===== src/rtl/bicubic_stream_ctrl_if.sv =====
// Stream, core-drive and output-tag bundle between the bicubic frame sequencer and its neighbours.
interface bicubic_stream_ctrl_if;
  logic        s_valid;
  logic [7:0]  s_data;
  logic        s_ready;
  logic        core_act;
  logic [7:0]  core_in;
  logic [1:0]  core_phase;
  logic        o_valid;
  logic [15:0] o_row;
  logic [15:0] o_col;
  logic        o_eof;

  modport master (output s_valid, s_data,
                  input  s_ready, core_act, core_in, core_phase, o_valid, o_row, o_col, o_eof);
  modport slave  (input  s_valid, s_data,
                  output s_ready, core_act, core_in, core_phase, o_valid, o_row, o_col, o_eof);
endinterface


===== src/rtl/bicubic_stream_ctrl.sv =====
// Frame sequencer for the bicubic core: feeds pixels, primes/flushes the 4-tap window, tags outputs.
// Optional stall watchdog enabled by defining BICUBIC_CTRL_STALL_WDT_EN.
module bicubic_stream_ctrl #(
  parameter int IMG_W     = 64,
  parameter int IMG_H     = 64,
  parameter int CORE_LAT  = 6,
  parameter int PRIME_N   = 3,
  parameter int STALL_MAX = 255
) (
  input  logic clk,
  input  logic rst,
  input  logic start,
  bicubic_stream_ctrl_if.slave bus,
  output logic busy,
  output logic frame_done,
  output logic err_stall
);
  localparam int TOTAL = IMG_W * IMG_H;
  // Stages ahead of the o_valid register; together they span CORE_LAT cycles.
  localparam int LW = CORE_LAT - 1;

  typedef enum logic [2:0] {IDLE, FEED, FLUSH, WAIT, DONE} state_t;

  state_t          state_r, state_s;
  logic [15:0]     in_row_r, in_col_r, orow_cnt_r, ocol_cnt_r, o_row_r, o_col_r;
  logic [31:0]     pix_cnt_r, out_cnt_r, flush_cnt_r, act_cnt_r;
  logic [7:0]      last_pix_r;
  logic [1:0]      phase_r;
  logic [LW-1:0]   act_sr_r, disc_sr_r;
  logic            o_valid_r, o_eof_r;
  logic            hs_s, act_s, start_acc_s, last_acc_s, stall_hit_s, wait_exit_s;
  logic            valid_next_s, eof_hit_s, disc_s;

  assign start_acc_s  = (state_r == IDLE) && start;
  assign hs_s         = (state_r == FEED) && bus.s_valid;
  assign act_s        = hs_s || (state_r == FLUSH);
  assign last_acc_s   = hs_s && (in_row_r == 16'(IMG_H - 1)) && (in_col_r == 16'(IMG_W - 1));
  assign disc_s       = (act_cnt_r < 32'(PRIME_N));
  assign valid_next_s = act_sr_r[LW-1] && !disc_sr_r[LW-1];
  assign eof_hit_s    = ((out_cnt_r + 32'd1) == pix_cnt_r);

  assign bus.s_ready    = (state_r == FEED);
  assign bus.core_act   = act_s;
  assign bus.core_in    = hs_s ? bus.s_data : last_pix_r;
  assign bus.core_phase = phase_r;
  assign bus.o_valid    = o_valid_r;
  assign bus.o_row      = o_row_r;
  assign bus.o_col      = o_col_r;
  assign bus.o_eof      = o_eof_r;
  assign busy           = (state_r != IDLE);
  assign frame_done     = (state_r == DONE);

`ifdef BICUBIC_CTRL_STALL_WDT_EN
  logic [15:0] stall_cnt_r;
  logic        err_stall_r;

  assign stall_hit_s = (state_r == FEED) && !bus.s_valid && (stall_cnt_r == 16'(STALL_MAX - 1));
  // A truncated frame has no fixed output count, so drain until the delay line is empty.
  assign wait_exit_s = (act_sr_r == {LW{1'b0}});
  assign err_stall   = err_stall_r;

  // Consecutive-stall watchdog with sticky error flag.
  always_ff @(posedge clk or negedge rst) begin
    if (!rst) begin
      stall_cnt_r <= 16'd0;
      err_stall_r <= 1'b0;
    end else if (start_acc_s) begin
      stall_cnt_r <= 16'd0;
      err_stall_r <= 1'b0;
    end else begin
      if (state_r == FEED && !bus.s_valid) stall_cnt_r <= stall_cnt_r + 16'd1;
      else                                 stall_cnt_r <= 16'd0;
      if (stall_hit_s) err_stall_r <= 1'b1;
    end
  end
`else
  assign stall_hit_s = 1'b0;
  assign wait_exit_s = (out_cnt_r == 32'(TOTAL));
  assign err_stall   = 1'b0;
`endif

  // State register.
  always_ff @(posedge clk or negedge rst) begin
    if (!rst) state_r <= IDLE;
    else      state_r <= state_s;
  end

  // Next-state logic.
  always_comb begin
    state_s = state_r;
    case (state_r)
      IDLE:    if (start) state_s = FEED; else state_s = IDLE;
      FEED:    if (last_acc_s || stall_hit_s) state_s = FLUSH; else state_s = FEED;
      FLUSH:   if (flush_cnt_r == 32'(PRIME_N - 1)) state_s = WAIT; else state_s = FLUSH;
      WAIT:    if (wait_exit_s) state_s = DONE; else state_s = WAIT;
      DONE:    state_s = IDLE;
      default: state_s = IDLE;
    endcase
  end

  // Input raster, flush and act-index counters.
  always_ff @(posedge clk or negedge rst) begin
    if (!rst) begin
      in_row_r <= 16'd0; in_col_r <= 16'd0; pix_cnt_r <= 32'd0;
      last_pix_r <= 8'd0; flush_cnt_r <= 32'd0; act_cnt_r <= 32'd0;
    end else if (start_acc_s) begin
      in_row_r <= 16'd0; in_col_r <= 16'd0; pix_cnt_r <= 32'd0;
      last_pix_r <= 8'd0; flush_cnt_r <= 32'd0; act_cnt_r <= 32'd0;
    end else begin
      if (hs_s) begin
        last_pix_r <= bus.s_data;
        pix_cnt_r  <= pix_cnt_r + 32'd1;
        if (in_col_r == 16'(IMG_W - 1)) begin
          in_col_r <= 16'd0;
          in_row_r <= in_row_r + 16'd1;
        end else begin
          in_col_r <= in_col_r + 16'd1;
        end
      end
      if (state_r == FLUSH) flush_cnt_r <= flush_cnt_r + 32'd1;
      else                  flush_cnt_r <= 32'd0;
      if (act_s && disc_s) act_cnt_r <= act_cnt_r + 32'd1;
    end
  end

  // Mirror of the core's phase select; the core resets to phase 2.
  always_ff @(posedge clk or negedge rst) begin
    if (!rst)       phase_r <= 2'd2;
    else if (act_s) phase_r <= phase_r + 2'd1;
    else            phase_r <= phase_r;
  end

  // Act/discard delay line and output tagging; the output register forms the last stage.
  always_ff @(posedge clk or negedge rst) begin
    if (!rst) begin
      act_sr_r <= {LW{1'b0}}; disc_sr_r <= {LW{1'b0}};
      o_valid_r <= 1'b0; o_eof_r <= 1'b0; o_row_r <= 16'd0; o_col_r <= 16'd0;
      orow_cnt_r <= 16'd0; ocol_cnt_r <= 16'd0; out_cnt_r <= 32'd0;
    end else begin
      act_sr_r[0]  <= act_s;
      disc_sr_r[0] <= disc_s;
      for (int i = 1; i < LW; i++) begin
        act_sr_r[i]  <= act_sr_r[i-1];
        disc_sr_r[i] <= disc_sr_r[i-1];
      end
      o_valid_r <= valid_next_s;
      o_eof_r   <= valid_next_s && eof_hit_s;
      if (start_acc_s) begin
        orow_cnt_r <= 16'd0; ocol_cnt_r <= 16'd0; out_cnt_r <= 32'd0;
      end else if (valid_next_s) begin
        o_row_r   <= orow_cnt_r;
        o_col_r   <= ocol_cnt_r;
        out_cnt_r <= out_cnt_r + 32'd1;
        if (ocol_cnt_r == 16'(IMG_W - 1)) begin
          ocol_cnt_r <= 16'd0;
          orow_cnt_r <= orow_cnt_r + 16'd1;
        end else begin
          ocol_cnt_r <= ocol_cnt_r + 16'd1;
        end
      end else begin
        out_cnt_r <= out_cnt_r;
      end
    end
  end
endmodule


===== src/flat_wrapper.sv =====
// flat-port wrapper written by rule: the top's interface ports become plain ports
module bicubic_stream_ctrl_flat 
#(
  parameter int IMG_W     = 64,
  parameter int IMG_H     = 64,
  parameter int CORE_LAT  = 6,
  parameter int PRIME_N   = 3,
  parameter int STALL_MAX = 255
)
  (clk, rst, start, busy, frame_done, err_stall, bus_s_valid, bus_s_data, bus_s_ready, bus_core_act, bus_core_in, bus_core_phase, bus_o_valid, bus_o_row, bus_o_col, bus_o_eof);
  bicubic_stream_ctrl_if bus_i ();
  input  logic clk;
  input  logic rst;
  input  logic start;
  output logic busy;
  output logic frame_done;
  output logic err_stall;
  input wire logic [$bits(bus_i.s_valid)-1:0] bus_s_valid;
  input wire logic [$bits(bus_i.s_data)-1:0] bus_s_data;
  output wire logic [$bits(bus_i.s_ready)-1:0] bus_s_ready;
  output wire logic [$bits(bus_i.core_act)-1:0] bus_core_act;
  output wire logic [$bits(bus_i.core_in)-1:0] bus_core_in;
  output wire logic [$bits(bus_i.core_phase)-1:0] bus_core_phase;
  output wire logic [$bits(bus_i.o_valid)-1:0] bus_o_valid;
  output wire logic [$bits(bus_i.o_row)-1:0] bus_o_row;
  output wire logic [$bits(bus_i.o_col)-1:0] bus_o_col;
  output wire logic [$bits(bus_i.o_eof)-1:0] bus_o_eof;
  assign bus_i.s_valid = bus_s_valid;
  assign bus_i.s_data = bus_s_data;
  assign bus_s_ready = bus_i.s_ready;
  assign bus_core_act = bus_i.core_act;
  assign bus_core_in = bus_i.core_in;
  assign bus_core_phase = bus_i.core_phase;
  assign bus_o_valid = bus_i.o_valid;
  assign bus_o_row = bus_i.o_row;
  assign bus_o_col = bus_i.o_col;
  assign bus_o_eof = bus_i.o_eof;
  bicubic_stream_ctrl #(.IMG_W(IMG_W), .IMG_H(IMG_H), .CORE_LAT(CORE_LAT), .PRIME_N(PRIME_N), .STALL_MAX(STALL_MAX)) u_core (.clk(clk), .rst(rst), .start(start), .bus(bus_i), .busy(busy), .frame_done(frame_done), .err_stall(err_stall));
endmodule

===== config.mk =====
export PLATFORM = sky130hd
export DESIGN_NAME = bicubic_stream_ctrl_flat
export DESIGN_NICKNAME = d
export VERILOG_FILES = /design/src/rtl/bicubic_stream_ctrl_if.sv /design/src/rtl/bicubic_stream_ctrl.sv /design/src/flat_wrapper.sv
export SDC_FILE = /design/constraint.sdc
export NUM_CORES = 1
export LEC_CHECK = 0
export ABC_AREA = 0
export CAP_MARGIN = 5
export CORE_MARGIN = 4
export CORE_UTILIZATION = 65
export DETAILED_ROUTE_END_ITERATION = 10
export GPL_TIMING_DRIVEN = 0
export PLACE_DENSITY = 0.84
export SETUP_SLACK_MARGIN = 0.2
export SLEW_MARGIN = 20
export SYNTH_ARGS = -nofsm -noshare
export SYNTH_HDL_FRONTEND = slang
export SYNTH_SLANG_ARGS = --single-unit

===== constraint.sdc =====
create_clock -name clk -period 3.8 [get_ports clk]
set_input_delay 0.76 -clock clk [delete_from_list [all_inputs] [get_ports clk]]
set_output_delay 0.76 -clock clk [all_outputs]
set_load 0.02 [all_outputs]

==> results.toml <==
[run_status]
status = "complete, no violations"

[die]
ios = 61
row_count = 50
core-area_mm2 = 0.0186
start_util_pct = 66.0
die_y_um = 146
die_area_mm2 = 0.0212
die_w_um = 146

[setup_path]
critPathKind = "input pin to output port"
worstPathArrival_ps = 2620
path_cells = "clkdlybuf4s50_1 > nor4bb_2 > buf_4 > clkbuf_4 > nand2_1 > nand2_1 > dlygate4sd2_1"
r2r_cells = 9
crit_start = "bus_s_valid"
max_stage_delay_ps = 510
worstPathMaxFanout = 10
path_common_cell = "nand2_1"
worstPathRequired_ps = 3040
crit_slowest_cell = "clkdlybuf4s50_1"
cp-start-kind = "input pin"
timing.rr.start = "u_core.out_cnt_r[0]"
endpoint_kind = "output port"

[cts]
clk_pin_slew_ps = 60
cts_root_buf = "clkbuf_16"
htreeDepth = 1
holdBufCountCts = 0
cts_sinks = 249
clock_latency_ps = 530
numCtsBuffers = 27
clock_tree.buffer_depth = 3
cts_setup_buffers = 0
cts_tree = "done"

[synth]
synth-main-ff-cell = "dfrtp_1"
synth.area.mux_share_pct = 2.81
syn-num-nets = 1285
synth_top_family_by_area = "simple AND/OR/NAND/NOR gates"
async_flop_share_pct = 100
synth.avg_cell_area_um2 = 9.74
synthesis.area_mm2 = 0.0123
yosys.area_share.simple_pct = 26.1
yosysWarnings = 0
ys_top_cells_by_count = "248 x dfrtp_1, 185 x nor2_1, 121 x nand2_1"
synth_edf_count = 0
ys_seq_area_share_pct = 50.7
yosys.area.top_type = "dfrtp_1"
syn_inst = 1263
synthTopCellsByArea = "dfrtp_1 50%, xor2_1 7.1%, nor2_1 5.6%"
synth_top_area_share_pct = 50.4
synth-xor-area-share_pct = 11.8
synthAdderAreaFrac_pct = 1.02
synth_compound_area_share_pct = 4.95
synth_seq_cells = 249
yosysMostFrequentCell = "dfrtp_1"
yosysUniqueCellTypes = 63

[power]
sw_frac_of_total_pct = 21.9
worst_ir_drop_vdd_v = 0.000422
cellPowerDensity_mw_per_mm2 = 412
power_frac_seq_pct = 47.0
comb_power_share_pct = 5.6
clkPwrFrac_pct = 47.5
p_int_mw = 4.57
p_switching_mw = 1.28
leakagePower_nw = 6.27

[final_layout]
design_area_mm2 = 0.0142
diodes = 0
drive_above_1_share_pct = 8.75
multi_input_area_mm2 = 0.00576
seq_area_mm2 = 0.00623
fillCellCount = 1239
area_delta_synth_final_pct = 15.6
stdcell_count = 1606
nNetsFinal = 1375

[routing]
drtAntennaViolNets = 0
routed.top_layer = "met4"
drt-initial-drc-count = 801
dr.pass1.iters = 5
wl_per_cell_um = 17.7
wl_met3_mm = 1.54
routed_wl_mm = 28.5
drc = 0
wl_met2_mm = 14.1
dr_total_vias = 9621
met1Wirelength_mm = 12.0
viasPerCell = 5.99

[timing]
fmax_ghz = 0.296
fin_worst_hold_slack_ps = 194
min_period_over_period_pct = 89.0
rsz0062_at_grt = "false"
fin_worst_skew_ps = 9.53
setup_viol = 0
tightest_slew_ps = 1110
finalHoldViolCount = 0
slew_headroom_pct = 25.5
drv_slew = 0
fin_tns_setup_ps = 0
min_period_ps = 3380

[global_routing]
grt_pass1_vias = 9842
grt-ovfl-total = 0
antenna_found_initial = 0
grt_max_degree = 103
grt_usage_pct = 27.0
grt_pass1_wl_mm = 48.2

[place]
placed_area_mm2 = 0.0132
place_congestion = 0.951
numPortBuffers = 59
place_hpwl_mm = 19.0
dp_cells = 1558

[job]
drv_cap = 0

[min_path]
hold_path_class = "input pin to async pin"
[layout by cell type, fill, tap and decap left out, types with 31 or more instances in the layout]
| master | Yosys | layout |
|---|---|---|
| nand4_1 | 49 | 49 |
| o21ai_0 | 37 | 37 |
| nand2_1 | 121 | 121 |
| xnor2_1 | 66 | 66 |
| and3_1 | 31 | 31 |
| xor2_1 | 100 | 100 |
| nor2_1 | 185 | 185 |
| nand3_1 | 65 | 65 |
| nor4_1 | 37 | 36 |
| clkbuf_1 | 37 | 38 |
| clkdlybuf4s50_1 | 0 | 53 |
| dfrtp_1 | 248 | 248 |
[logic make-up (layout without fill, tap and decap cells)]
family / Yosys count / in the layout
adders and majority gates: 10 / 10
and+or+nand+nor: 631 / 631
other: 1 / 1
AOI/OAI and AO/OA: 99 / 99
DFF: 249 / 249
buffers and inverters: 76 / 185
muxes: 31 / 31
xor gates and xnor gates: 166 / 166
[worst max-delay path, delay by kind of cell]
family | cells | cell delay (ps)
buffers and inverters | 4 | 1360
AND/OR/NAND/NOR | 3 | 500
[power by group through the flow]
stage / Clock (mW) / Combinational (mW) / Sequential (mW)
floorplan: 0 / 0.179 / 2.79
global placement: 0 / 0.312 / 2.80
detailed placement: 0 / 0.329 / 2.80
CTS: 2.82 / 0.330 / 2.75
global route: 2.93 / 0.363 / 2.75
finish: 2.78 / 0.325 / 2.75
[cell type report]
cell class | instances | share of cell area (%)
timing repair buffer | 61 | 4.61
buffer | 60 | 1.94
tap | 234 | 2.06
inverter | 16 | 0.422
clock inverter | 12 | 1.33
clock buffer | 36 | 5.34
multi-input combinational | 938 | 40.5
sequential | 249 | 43.8
[worst paths after layout]
check	end	slack [ps]
worst max-delay path	bus_core_in[2]	420
worst min-delay path	u_core.bus.o_col[7]	190
worst max register to register	u_core.bus.o_eof	570
worst min register to register	u_core.act_sr_r[4]	350
max in group asynchronous	u_core.in_col_r[1]	2350
min in group clk	u_core.act_sr_r[4]	350
[per-layer routing]
metal  global-route usage [%]  up-vias
li1                         -     4540
met2                     46.3      295
met1                     35.3     4709
met4                     8.88        0
met3                     4.55       77
met5                        0        -
[sequential cells by signal, indices dropped and copies added, names as in the netlist]
register,flops
u_core.act_cnt_r,32
u_core.in_col_r,16
u_core.bus.o_eof,1
u_core.disc_sr_r,5
u_core.pix_cnt_r,32
u_core.last_pix_r,8
u_core.in_row_r,16
u_core.bus.core_phase,2
u_core.bus.o_valid,1
u_core.state_r,3
u_core.act_sr_r,5
u_core.ocol_cnt_r,16
u_core.flush_cnt_r,32
u_core.orow_cnt_r,16
u_core.bus.o_col,16
u_core.out_cnt_r,32
u_core.bus.o_row,16
[stage by stage]
step	setup WS, ps	power, mW	util, %
floorplan	1190	2.97	-
global placement	-8270	3.11	70.7
detailed placement	-267	3.13	71.1
CTS	201	5.90	76.2
global route	337	6.05	76.3
finish	418	5.85	76.3
[what timing repair did]
item,4_1_cts,5_1_grt
gates cloned,0,0
resized for setup,6,8
endpoints found under the setup margin,5,6
Note: power is estimated with default switching activity, not from simulation.
